===== src/rtl/ieeedrv_trkbuf_ctl_if.sv =====
`default_nettype none
// ============================================================================
// Module   : ieeedrv_trkbuf_ctl_if
// Purpose  : SD block-transfer handshake between track-buffer scheduler and SD.
// Revision : 1.0 - initial release
// ============================================================================
interface ieeedrv_trkbuf_ctl_if;
    logic [31:0] sd_lba;
    logic        sd_rd;
    logic        sd_wr;
    logic        sd_ack;
    logic [3:0]  buf_blk;

    modport master (
        output sd_lba,
        output sd_rd,
        output sd_wr,
        output buf_blk,
        input  sd_ack
    );

    modport slave (
        input  sd_lba,
        input  sd_rd,
        input  sd_wr,
        input  buf_blk,
        output sd_ack
    );
endinterface
`default_nettype wire


===== src/rtl/ieeedrv_trkbuf_ctl.sv =====
`default_nettype none
// ============================================================================
// Module   : ieeedrv_trkbuf_ctl
// Purpose  : IEEE drive track-buffer scheduler (SD image <-> 8 KB track buffer).
// Revision : 1.0 - initial release
// ============================================================================
module ieeedrv_trkbuf_ctl #(
    parameter int  SUBDRV   = 2,
    parameter int  TRACKS   = 154,
    parameter int  TRK_BLKS = 16,
    localparam int DRV_W    = (SUBDRV > 1) ? $clog2(SUBDRV) : 1
) (
    input  wire                   clk_sys,
    input  wire                   reset_n,
    input  wire                   img_mounted,
    input  wire                   img_readonly,
    input  wire [DRV_W-1:0]       drv_act,
    input  wire [7:0]             track,
    input  wire                   mtr,
    input  wire                   we,
    output logic                  halt,
    output logic                  loaded,
    ieeedrv_trkbuf_ctl_if.master  sd
);

    localparam logic [2:0] ST_IDLE      = 3'd0;
    localparam logic [2:0] ST_READY     = 3'd1;
    localparam logic [2:0] ST_SAVE_REQ  = 3'd2;
    localparam logic [2:0] ST_SAVE_WAIT = 3'd3;
    localparam logic [2:0] ST_LOAD_REQ  = 3'd4;
    localparam logic [2:0] ST_LOAD_WAIT = 3'd5;
    localparam logic [7:0] TRK_NONE     = 8'hFF;
    localparam logic [3:0] BLK_LAST     = 4'(TRK_BLKS - 1);

    logic [2:0]       state_q, state_d;
    logic [DRV_W-1:0] cur_drv_q, cur_drv_d;
    logic [7:0]       cur_trk_q, cur_trk_d;
    logic             dirty_q, dirty_d;
    logic [3:0]       blk_q, blk_d;
    logic             mount_pend_q, mount_pend_d;
    logic             mtr_q;
    logic             halt_q, halt_d;
    logic             loaded_q, loaded_d;
    logic             sd_rd_q, sd_rd_d;
    logic             sd_wr_q, sd_wr_d;
    logic [31:0]      sd_lba_q, sd_lba_d;
    logic [3:0]       buf_blk_q, buf_blk_d;

    logic             w_mtr_fall;
    logic             w_tgt_ok;
    logic             w_tgt_chg;
    logic [31:0]      w_lba;

    assign w_mtr_fall = mtr_q & ~mtr;
    assign w_tgt_ok   = (track != TRK_NONE) && mtr;
    assign w_tgt_chg  = (drv_act != cur_drv_q) || (track != cur_trk_q);
    assign w_lba      = ((32'(cur_drv_q) * 32'(TRACKS)) + 32'(cur_trk_q)) * 32'(TRK_BLKS)
                        + 32'(blk_q);

    always_ff @(posedge clk_sys) begin
        if (!reset_n) begin
            state_q      <= ST_IDLE;
            cur_drv_q    <= '0;
            cur_trk_q    <= TRK_NONE;
            dirty_q      <= 1'b0;
            blk_q        <= 4'd0;
            mount_pend_q <= 1'b0;
            mtr_q        <= 1'b0;
            halt_q       <= 1'b1;
            loaded_q     <= 1'b0;
            sd_rd_q      <= 1'b0;
            sd_wr_q      <= 1'b0;
            sd_lba_q     <= 32'd0;
            buf_blk_q    <= 4'd0;
        end else begin
            state_q      <= state_d;
            cur_drv_q    <= cur_drv_d;
            cur_trk_q    <= cur_trk_d;
            dirty_q      <= dirty_d;
            blk_q        <= blk_d;
            mount_pend_q <= mount_pend_d;
            mtr_q        <= mtr;
            halt_q       <= halt_d;
            loaded_q     <= loaded_d;
            sd_rd_q      <= sd_rd_d;
            sd_wr_q      <= sd_wr_d;
            sd_lba_q     <= sd_lba_d;
            buf_blk_q    <= buf_blk_d;
        end
    end

    always_comb begin
        state_d      = state_q;
        cur_drv_d    = cur_drv_q;
        cur_trk_d    = cur_trk_q;
        dirty_d      = dirty_q;
        blk_d        = blk_q;
        mount_pend_d = mount_pend_q;
        case (state_q)
            ST_IDLE: begin
                if (w_tgt_ok) begin
                    state_d      = ST_LOAD_REQ;
                    blk_d        = 4'd0;
                    cur_drv_d    = drv_act;
                    cur_trk_d    = track;
                    mount_pend_d = 1'b0;
                end
            end
            ST_READY: begin
                // A write in the decision cycle still marks the buffer dirty.
                if (we && !img_readonly) dirty_d = 1'b1;
                if (mount_pend_q) begin
                    mount_pend_d = 1'b0;
                    dirty_d      = 1'b0;
                    cur_trk_d    = TRK_NONE;
                    state_d      = ST_IDLE;
                end else if (w_tgt_chg || w_mtr_fall) begin
                    if (dirty_d) begin
                        state_d = ST_SAVE_REQ;
                        blk_d   = 4'd0;
                    end else if (w_tgt_ok) begin
                        state_d   = ST_LOAD_REQ;
                        blk_d     = 4'd0;
                        cur_drv_d = drv_act;
                        cur_trk_d = track;
                    end else begin
                        state_d   = ST_IDLE;
                        cur_trk_d = TRK_NONE;
                    end
                end
            end
            ST_SAVE_REQ: begin
                if (sd.sd_ack) state_d = ST_SAVE_WAIT;
            end
            ST_SAVE_WAIT: begin
                if (!sd.sd_ack) begin
                    if (blk_q == BLK_LAST || img_readonly) begin
                        dirty_d = 1'b0;
                        if (w_tgt_ok && !mount_pend_q) begin
                            state_d   = ST_LOAD_REQ;
                            blk_d     = 4'd0;
                            cur_drv_d = drv_act;
                            cur_trk_d = track;
                        end else begin
                            state_d      = ST_IDLE;
                            cur_trk_d    = TRK_NONE;
                            mount_pend_d = 1'b0;
                        end
                    end else begin
                        state_d = ST_SAVE_REQ;
                        blk_d   = blk_q + 4'd1;
                    end
                end
            end
            ST_LOAD_REQ: begin
                if (sd.sd_ack) state_d = ST_LOAD_WAIT;
            end
            ST_LOAD_WAIT: begin
                if (!sd.sd_ack) begin
                    if (blk_q == BLK_LAST) begin
                        state_d = ST_READY;
                    end else if (mount_pend_q || w_tgt_chg || !mtr) begin
                        // Restart for the current target; a partial load is never written back.
                        mount_pend_d = 1'b0;
                        blk_d        = 4'd0;
                        if (w_tgt_ok) begin
                            state_d   = ST_LOAD_REQ;
                            cur_drv_d = drv_act;
                            cur_trk_d = track;
                        end else begin
                            state_d   = ST_IDLE;
                            cur_trk_d = TRK_NONE;
                        end
                    end else begin
                        state_d = ST_LOAD_REQ;
                        blk_d   = blk_q + 4'd1;
                    end
                end
            end
            default: begin
                state_d   = ST_IDLE;
                cur_trk_d = TRK_NONE;
            end
        endcase
        if (img_readonly) dirty_d      = 1'b0;
        if (img_mounted)  mount_pend_d = 1'b1;
    end

    // Requests trail the REQ state by one cycle so they drop the cycle after ack is seen.
    always_comb begin
        halt_d    = (state_d != ST_READY);
        loaded_d  = (state_d == ST_READY);
        sd_wr_d   = (state_q == ST_SAVE_REQ);
        sd_rd_d   = (state_q == ST_LOAD_REQ);
        sd_lba_d  = w_lba;
        buf_blk_d = blk_q;
    end

    assign halt       = halt_q;
    assign loaded     = loaded_q;
    assign sd.sd_rd   = sd_rd_q;
    assign sd.sd_wr   = sd_wr_q;
    assign sd.sd_lba  = sd_lba_q;
    assign sd.buf_blk = buf_blk_q;

endmodule
`default_nettype wire


===== src/flat_wrapper.sv =====
// flat-port wrapper written by rule: the top's interface ports become plain ports
module ieeedrv_trkbuf_ctl_flat 
#(
    parameter int  SUBDRV   = 2,
    parameter int  TRACKS   = 154,
    parameter int  TRK_BLKS = 16,
    localparam int DRV_W    = (SUBDRV > 1) ? $clog2(SUBDRV) : 1
)
  (clk_sys, reset_n, img_mounted, img_readonly, drv_act, track, mtr, we, halt, loaded, sd_sd_lba, sd_sd_rd, sd_sd_wr, sd_buf_blk, sd_sd_ack);
  ieeedrv_trkbuf_ctl_if sd_i ();
  input  wire clk_sys;
  input  wire reset_n;
  input  wire img_mounted;
  input  wire img_readonly;
  input  wire [DRV_W-1:0] drv_act;
  input  wire [7:0] track;
  input  wire mtr;
  input  wire we;
  output logic halt;
  output logic loaded;
  output wire logic [$bits(sd_i.sd_lba)-1:0] sd_sd_lba;
  output wire logic [$bits(sd_i.sd_rd)-1:0] sd_sd_rd;
  output wire logic [$bits(sd_i.sd_wr)-1:0] sd_sd_wr;
  output wire logic [$bits(sd_i.buf_blk)-1:0] sd_buf_blk;
  input wire logic [$bits(sd_i.sd_ack)-1:0] sd_sd_ack;
  assign sd_sd_lba = sd_i.sd_lba;
  assign sd_sd_rd = sd_i.sd_rd;
  assign sd_sd_wr = sd_i.sd_wr;
  assign sd_buf_blk = sd_i.buf_blk;
  assign sd_i.sd_ack = sd_sd_ack;
  ieeedrv_trkbuf_ctl #(.SUBDRV(SUBDRV), .TRACKS(TRACKS), .TRK_BLKS(TRK_BLKS)) u_core (.clk_sys(clk_sys), .reset_n(reset_n), .img_mounted(img_mounted), .img_readonly(img_readonly), .drv_act(drv_act), .track(track), .mtr(mtr), .we(we), .halt(halt), .loaded(loaded), .sd(sd_i));
endmodule

===== config.mk =====
export PLATFORM = sky130hd
export DESIGN_NAME = ieeedrv_trkbuf_ctl_flat
export DESIGN_NICKNAME = d
export VERILOG_FILES = /design/src/rtl/ieeedrv_trkbuf_ctl_if.sv /design/src/rtl/ieeedrv_trkbuf_ctl.sv /design/src/flat_wrapper.sv
export SDC_FILE = /design/constraint.sdc
export NUM_CORES = 1
export LEC_CHECK = 0
export CORE_MARGIN = 5
export CORE_UTILIZATION = 68
export DETAILED_ROUTE_END_ITERATION = 8
export DONT_BUFFER_PORTS = 1
export HOLD_SLACK_MARGIN = 0.1
export PLACE_DENSITY = 0.84
export SLEW_MARGIN = 30
export SYNTH_ARGS = -nofsm -noshare
export SYNTH_HDL_FRONTEND = slang
export SYNTH_SLANG_ARGS = --single-unit
export TNS_END_PERCENT = 10

===== constraint.sdc =====
create_clock -name clk_sys -period 4.05 [get_ports clk_sys]
set_input_delay 1.0125 -clock clk_sys [delete_from_list [all_inputs] [get_ports clk_sys]]
set_output_delay 1.0125 -clock clk_sys [all_outputs]
set_load 0.02 [all_outputs]

==> flow_summary.ini <==
[outcome]
outcome = finished clean

[global_route]
gr-usage-all-layers_pct = 20.1
gr-total-overflow = 0
grt_max_degree = 40
grt_antenna_before_repair = 0
grt_first_pass_wirelength_um = 6720
grt_pass1_vias = 1484

[place]
dpl_cell_area_sq_mm = 0.00204
port_buffers = 0
dp_cells = 273
gp_congestion = 1.04
dp_hpwl_um = 3010

[clock_network]
cts_tree = yes
cts_sinks = 36
cts_resized = 0
clock_path_buffers = 2
postCtsHoldBufs = 0
path_clk_slew_ps = 100
htree_levels = 2
postCtsSetupBuffers = 0
clock_latency_ps = 350
cts_root_buffer = clkbuf_4
cts_made_buffers = 5

[power]
power.leakage_nw = 0.881
power.density_mw_per_mm2 = 383
irDropWorstVdd_uv = 267

[final_layout]
final_cell_mix = dfxtp_1, conb_1, nand2_1
syn2layout_area_growth_pct = -0.353
fin_util_pct = 70.0
stdcell_area_sq_mm = 0.00212
drive_gt1_share_pct = 8.44
layout_commonest_cell = dfxtp_1
antenna_cells = 0
nNetsFinal = 258
fin_cells = 281

[timing]
fin_crit_sh_pct = 59.4
finalSetupViolations = 0
relSlewSlack_pct = 56.9
finalHoldViolations = 0
tns_ps = 0
rsz0062_at_grt = false
worst_slew_pin_slew_ps = 640
clock.fmax_ghz = 0.416
fin_crit_ps = 2410
clock-skew-final_ps = 7.01
slew_violations = 0

[logic_synthesis]
yosys_warnings = 0
async_flop_share_pct = 0
synth.avg_cell_area_sq_um = 8.78
synth_cell_types = 56
synthCells = 242
synth_edf_count = 0
yosysSeqAreaShare_pct = 33.9
ys_ff_latch = 36
synthFlopType = dfxtp_1
synth_area_sq_mm = 0.00213

[worst_setup_path]
path_cells = xnor2_1, o221ai_1, or4_4, o2111ai_1, o211ai_1, or3b_1
end_kind = flip-flop
cp.required_ps = 4290
startpoint_type = primary input
crit_fanout = 5
max_stage_delay_ps = 590
crit_slowest_cell = or4_4
crit_arrival_ps = 2640
crit_type = primary input to flip-flop

[run]
maxCapViolCount = 0

[floorplan]
dieWidth_um = 65.9
die-area_sq_mm = 0.00434
num_rows = 20
coreArea_sq_mm = 0.00303
start_util_pct = 70.2
chipHeight_um = 65.9
pin_count = 56

[drt]
first_pass_iters = 4
via_per_inst = 5.77
drc_errors = 0
drt_iter0_drc = 121
ant_nets = 0
routedWlPerCell_um = 14.5
wl_um = 4070
vias = 1622

[worst_hold_path]
hold_class = flip-flop to flip-flop
==> area by class of cell <==
class	count	area (sq um)
clock inverters	3	42.5
inverters	9	33.8
well taps	44	55.1
multi-input cells	184	1230
flip-flops and latches	36	721
clock buffers	5	37.5
fillers	249	910
==> logic make-up after synthesis <==
logic type,Yosys count,share of synthesized area (%)
AND/OR/NAND/NOR,95,27.5
AO/OA/AOI/OAI,49,16.5
buffers and inverters,40,11.5
flip-flops,36,33.9
XOR/XNOR,11,4.89
adder cells (fa/ha/maj),6,3.53
multiplexers,4,1.94
other,1,0.176
==> path summary, 6_finish.rpt <==
path	from	to	slack (ps)	cells past startpoint
min	u_core.cur_trk_q[0]	u_core.sd.sd_lba[4]	510	1
min reg2reg	u_core.cur_trk_q[0]	u_core.sd.sd_lba[4]	510	1
max	track[3]	u_core.halt	1640	6
max reg2reg	u_core.state_q[0]	u_core.cur_trk_q[0]	1720	6
==> cell usage after synthesis (2+ instances only) <==
master / n / area, sq um
a21oi_1: 6 / 30.0
and3_1: 4 / 25.0
a21o_1: 2 / 15.0
and2b_2: 3 / 26.3
and2_1: 13 / 81.3
nor3b_1: 4 / 30.0
a31oi_1: 3 / 18.8
nand3_1: 7 / 35.0
nand4_1: 4 / 25.0
ha_1: 6 / 75.1
or2b_1: 2 / 15.0
buf_4: 25 / 188
a211oi_1: 2 / 15.0
nor2b_1: 12 / 75.1
xnor2_1: 9 / 78.8
dfxtp_1: 36 / 721
o21a_1: 5 / 37.5
nor3_1: 3 / 15.0
nor4_1: 4 / 25.0
nor2_1: 9 / 33.8
a22oi_1: 2 / 15.0
o21ai_0: 9 / 45.0
a32oi_1: 6 / 52.6
inv_1: 9 / 33.8
a221o_1: 2 / 20.0
mux2i_1: 3 / 30.0
nand2_1: 15 / 56.3
nand2b_1: 4 / 25.0
clkbuf_1: 6 / 22.5
==> per-layer routing <==
metal	vias up	track usage (%)	share of wire (%)
met5	-	0	0
met4	0	8.55	1.4
met3	7	5.61	8.8
met2	65	31.2	45
met1	742	25.9	45
li1	808	-	-
==> metrics by stage <==
stage	total power, mW	worst slack (ps)	hold slack (ps)
2_1_floorplan	0.564	1400	475
3_3_place_gp	0.565	1310	495
3_5_place_dp	0.568	1270	504
4_1_cts	0.816	1650	520
5_1_grt	0.855	1490	544
6_report	0.811	1640	513
==> where the power goes <==
group | internal [mW] | switching (mW) | total [mW]
logic | 0.0621 | 0.0762 | 0.138
clock network | 0.129 | 0.121 | 0.250
registers | 0.380 | 0.0429 | 0.423
total | 0.571 | 0.240 | 0.811
==> worst max-delay path: cells and delay by family <==
kind / cells / cell delay, ps
compound gates: 3 / 530
xor+xnor: 1 / 110
simple gates: 2 / 980
==> registers in the layout, summed over array words and instances, names as in the netlist, 3 cells and up <==
signal and flops:
u_core.sd.sd_lba 10, u_core.blk_q 4, u_core.cur_trk_q 8, u_core.sd.buf_blk 3, u_core.state_q 3
(Power assumes the default switching activity.)
